## src/rtl/mcm6576_dot_shifter.sv

```systemverilog
// Dot serialiser that follows the MCM6576 character ROM. It steps the column address and
// row select, captures each 7-dot ROM row and shifts it out MSB-first with an inverse-video flag.
module mcm6576_dot_shifter #(
  parameter int unsigned DOTS_PER_CHAR  = 8,
  parameter int unsigned CHARS_PER_LINE = 48,
  parameter int unsigned ROWS_PER_CHAR  = 16
) (
  input  logic       clk,
  input  logic       rst,
  input  logic       line_start,
  input  logic       frame_start,
  input  logic [6:0] rom_d,
  input  logic       inv,
  output logic [5:0] char_col,
  output logic [3:0] rs,
  output logic       load,
  output logic       video,
  output logic       video_active
);

  localparam int unsigned CntW = $clog2(DOTS_PER_CHAR);

  localparam logic [CntW-1:0] DotLast = CntW'(DOTS_PER_CHAR - 1);
  localparam logic [5:0]      ColLast = 6'(CHARS_PER_LINE - 1);
  localparam logic [3:0]      RowLast = 4'(ROWS_PER_CHAR - 1);

  typedef enum logic [1:0] {StIdle, StRun, StDrain} state_e;

  state_e                     state;
  logic [CntW-1:0]            dot_cnt;
  logic [DOTS_PER_CHAR-1:0]   shreg;
  logic [DOTS_PER_CHAR-1:0]   load_word;
  logic                       inv_q;
  logic                       dot_last;

  // ROM dots sit in the top bits; any extra dot positions form the blank gap.
  always_comb begin
    load_word = '0;
    load_word[DOTS_PER_CHAR-1 -: 7] = rom_d;
  end

  always_comb begin
    dot_last = (dot_cnt == DotLast);
    load     = (state == StRun) && dot_last;
  end

  assign video = video_active & (shreg[DOTS_PER_CHAR-1] ^ inv_q);

  always_ff @(posedge clk or posedge rst) begin
    if (rst) begin
      state        <= StIdle;
      dot_cnt      <= '0;
      shreg        <= '0;
      inv_q        <= 1'b0;
      char_col     <= '0;
      rs           <= '0;
      video_active <= 1'b0;
    end else begin
      if (frame_start) begin
        rs <= '0;
      end

      if (load) begin
        shreg        <= load_word;
        inv_q        <= inv;
        char_col     <= char_col + 6'd1;
        video_active <= 1'b1;
      end else begin
        shreg <= shreg << 1;
      end

      unique case (state)
        StIdle: begin
          dot_cnt <= '0;
          if (line_start) begin
            state <= StRun;
          end
        end
        StRun: begin
          dot_cnt <= dot_last ? '0 : dot_cnt + CntW'(1);
          if (load && (char_col == ColLast)) begin
            state <= StDrain;
          end
        end
        StDrain: begin
          if (dot_last) begin
            state        <= StIdle;
            dot_cnt      <= '0;
            char_col     <= '0;
            video_active <= 1'b0;
            // A coincident frame_start keeps rs at zero.
            if (!frame_start) begin
              rs <= (rs == RowLast) ? 4'd0 : rs + 4'd1;
            end
          end else begin
            dot_cnt <= dot_cnt + CntW'(1);
          end
        end
        default: begin
          state <= StIdle;
        end
      endcase
    end
  end

endmodule

```

## config.mk

```make
export PLATFORM = sky130hd
export DESIGN_NAME = mcm6576_dot_shifter
export DESIGN_NICKNAME = d
export VERILOG_FILES = /design/src/rtl/mcm6576_dot_shifter.sv
export SDC_FILE = /design/constraint.sdc
export NUM_CORES = 1
export LEC_CHECK = 0
export ABC_AREA = 1
export CORE_AREA = 2 2 50 52
export CTS_BUF_LIST = sky130_fd_sc_hd__clkbuf_8
export DETAILED_ROUTE_END_ITERATION = 8
export DIE_AREA = 0 0 52 54
export GPL_ROUTABILITY_DRIVEN = 0
export PLACE_DENSITY = 0.82
export SYNTH_ARGS = -nofsm -noshare
export SYNTH_HDL_FRONTEND = slang
export SYNTH_SLANG_ARGS = --single-unit
```

## constraint.sdc

```tcl
create_clock -name clk -period 3.22 [get_ports clk]
set_clock_uncertainty 0.2 [all_clocks]
set_input_delay 0.483 -clock clk [delete_from_list [all_inputs] [get_ports clk]]
set_output_delay 0.483 -clock clk [all_outputs]
set_load 0.02 [all_outputs]
```

; Word-level counts from Yosys, hierarchy flattened
; Cells that the tools add are included.
[word_totals]
n_memories = 0
register_bits = 25
out_inout_bits = 13
mem_bits_rw = 0
inputBits = 12
latchBits = 0
mem_bits_ro = 0
elab_cells = 44
[op_classes]
n_mul = 0
bitwise_logic = 2
addsub = 3
div_mod_pow = 0
n_eq_ne = 8
n_lt_le_gt_ge = 0
n_reduce_logical = 6
shift = 0
mux = 18
[ops]
columns = operator, count
row1 = $mux W4, 5
row2 = $mux W6, 3
row3 = $mux W8, 1
row4 = $add A6 B1 Y6 const B, 1
row5 = $eq A6 B6 Y1 const B, 1
row6 = $mux W2, 3
row7 = $pmux W2 S3, 1
row8 = $pmux W3 S2, 1
row9 = $add A4 B1 Y4 const B, 1
row10 = $eq A4 B4 Y1 const B, 1
row11 = $ne A2 B2 Y1 const B, 2
row12 = $add A3 B1 Y3 const B, 1
row13 = $eq A3 B3 Y1 const B, 1
row14 = $mux W1, 3
row15 = $mux W3, 1
row16 = $reduce_and A3 Y1, 1
row17 = $eq A2 B1 Y1 const B, 1
row18 = $eq A2 B2 Y1 const B, 1
row19 = $logic_and A1 B1 Y1, 2
row20 = $logic_not A2 Y1, 1
row21 = $ne A2 B1 Y1 const B, 1
row22 = $reduce_bool A2 Y1, 1
row23 = $reduce_or A2 Y1, 1
row24 = $and A1 B1 Y1, 1
row25 = $xor A1 B1 Y1, 1

; Logic depth before layout (Yosys ltp)
[logic_depth]
ltp_word = 5
ltp_mapped = 9
mapped_depth_nobuf = 9

; Least setup slack after synthesis
; Ideal clock, no wire load.
[synth_path]
path_type = flip-flop to output port
startpoint = register dot_cnt[0]
endpoint = output load
path_stages_with_launch = 6
t_required_ns = 2.537
arrival_ns = 1.086
path_buffers = 1
path_slack_ns = 1.451
path_cell_list = dfrtp_1 -> ha_1 -> ha_1 -> nand2_2 -> inv_2 -> buf_4
[synth_between]
elab_chain_len = 2
[synth_lines]
columns = element, line_no
row1 = start: declaration, 30  ; logic [CntW-1:0] dot_cnt;
row2 = start signal: assignment, 80  ; dot_cnt <= dot_last ? '0 : dot_cnt + CntW'(1);
row3 = start signal: assignment, 96  ; dot_cnt <= dot_cnt + CntW'(1);
row4 = $eq A3 B3 Y1, 43  ; dot_last = (dot_cnt == DotLast);
row5 = $logic_and A1 B1 Y1, 44  ; load = (state == StRun) && dot_last;
row6 = end: declaration, 16  ; output logic load,
; Every way passes these cells.

; Worst setup path in the final report
; Same ends and word-level chain as after synthesis.

==> flow_summary.toml <==
[power_and_ir_drop]
pwr_density_cell_nw_per_um2 = 462
max-vdd-ir-drop_v = 0.000355
p_leak_nw = 0.781

[cells_and_area]
final_util_pct = 64.5
layout_commonest_cell = "nand2_1"
final_cell_mix = "nand2_1, dfrtp_1, clkdlybuf4s50_1"
syn2layout_area_growth_pct = 25.2
drive_above_1_share_pct = 4.19
stdcell_area_um2 = 1500
nNetsFinal = 189
n_antenna_cell = 0

[grt]
grt_pass1_vias = 942
grt_max_degree = 25
grt-ovfl-total = 0
grt_pass1_wl_um = 4050
grt_usage_pct = 19.7
antenna_found_initial = 0

[sta]
max-slew-margin-rel_pct = 41.9
setup_violations = 0
fin_crit_sh_pct = 84.8
worst_slew_pin_slew_ns = 0.871
setup_tns_ns = 0
drv_slew = 0
min_period_ns = 2.73
rsz0062_at_grt = "false"
hold_viol_final = 0
holdWs_ns = 0.258
layout_setup_ws_ns = 0.489
fmax_mhz = 366

[min_path]
hold_class = "flop to flop"
hold_path_startpoint = "shreg[5]"
min_path_cells = 2
whs_endpoint = "shreg[6]"

[yosys]
yosysWarnings = 0
ys_types = 21
netlist_instances = 143
syn_avg_cell_area_um2 = 8.36
syn_nets = 163
synth-seq-area-share_pct = 50.3
synthesis.area_um2 = 1190
synth_seq_cells = 24

[routing]
dr.pass1.iters = 4
viasPerCell = 5.02
route.detailed.drc = 0
top_layer = "met4"
vias = 988
antenna_left = 0
drt-total-wl_um = 2330
wl_met3_um = 75
drtIter0Drc = 16
post_drt_wl_per_cell_um = 11.8
dr_wl_met2_um = 1100
met1_length_um = 1100

[worst_setup_path]
regToRegSetupSlack_ns = 1.31
arrival_ns = 2.05
end_kind = "output pin"
reg2reg_to = "state[1]"
critPathKind = "flop to output pin"
r2r-start = "state[1]"
crit_required_ns = 2.54
start_kind = "flop"
cp_max_fo = 16
startpoint = "dot_cnt[0]"
reg2regPathDepth = 9

[placement]
dp_slack_ns = 0.769
portBuffers = 24
place_area_um2 = 1460
hpwl_um = 1800

[clocking]
clkSinkCount = 24
cts-htree-levels = 1
cts_tree = "done"
cts_setup_buffers = 0
clockRootBuffer = "clkbuf_8"
cts.clk_slew.worst_paths_ns = 0.08
cts_made_buffers = 3
ctsHoldBuffers = 0
cts.path.max_buffers = 2
cts_resized = 0
clkLatencyLatePin_ns = 0.26

[floorplan]
die_w_um = 52
die_h_um = 54
die-area_um2 = 2810
rows = 18
io_pins = 25
core_area_um2 = 2320
start_util_pct = 51.5

[run]
cap_violations = 0

[status]
status = "complete, no violations"
## critical path: stages (launching register included)
cell             delay (ns)
dfrtp_1                0.39
ha_1                   0.20
ha_1                   0.21
nand2_2                0.24
inv_2                  0.17
clkdlybuf4s50_1        0.57
## logic make-up after synthesis
kind of cell	share of synthesized area (%)
and+or+nand+nor	24.7
buffers and inverters	8.38
DFF	50.3
AOI/OAI and AO/OA	8.27
adders and majority gates	8.38
## layout make-up
type	instances	area, µm²
sequential	24	601
tap	30	37.5
clock buffer	3	41.3
inverter	22	82.6
timing repair buffer	24	240
multi-input combinational	94	494
fill	189	823
## per-stage QoR
step           power (mW)  instances
2_1_floorplan       0.468        143
6_report            0.692        197
3_5_place_dp        0.525        194
3_3_place_gp        0.507        194
4_1_cts             0.696        197
5_1_grt             0.734        197
## worst max-delay path by stage
stage                      end  slack, ns  cells after the start
after floorplan           load       1.45                      5
after global placement    load       0.81                      5
after detailed placement  load       0.77                      5
after CTS                 load       0.47                      5
after global routing      load       0.33                      5
final                     load       0.49                      5
## metal layers
metal	global-route usage, %	up-vias
li1	-	501
met1	25.3	457
met2	32.7	23
met3	3.33	7
met4	8.77	0
met5	0	-
## report_power, final
group	switching (mW)	leakage (nW)	internal (mW)
clock	0.0909	0.0216	0.0836
combinational	0.0988	0.434	0.0702
sequential	0.0206	0.326	0.327
## Yosys cell counts
library cell,n,share of area [%]
a41oi_1,1,0.73
nor3_1,1,0.42
o21a_1,1,0.63
inv_2,1,0.31
buf_4,1,0.63
inv_1,21,6.6
o211ai_1,1,0.63
buf_2,2,0.84
dfrtp_1,24,50
nand3_2,1,0.84
nand3_1,6,2.5
a21oi_1,6,2.5
nand3b_1,1,0.63
nor2_1,8,2.5
nand4_1,5,2.6
nand2_2,1,0.52
ha_1,8,8.4
nor2_2,1,0.52
nand2_1,45,14
o21ai_0,7,2.9
a32o_1,1,0.84
Note: power is estimated with default switching activity, not from simulation.
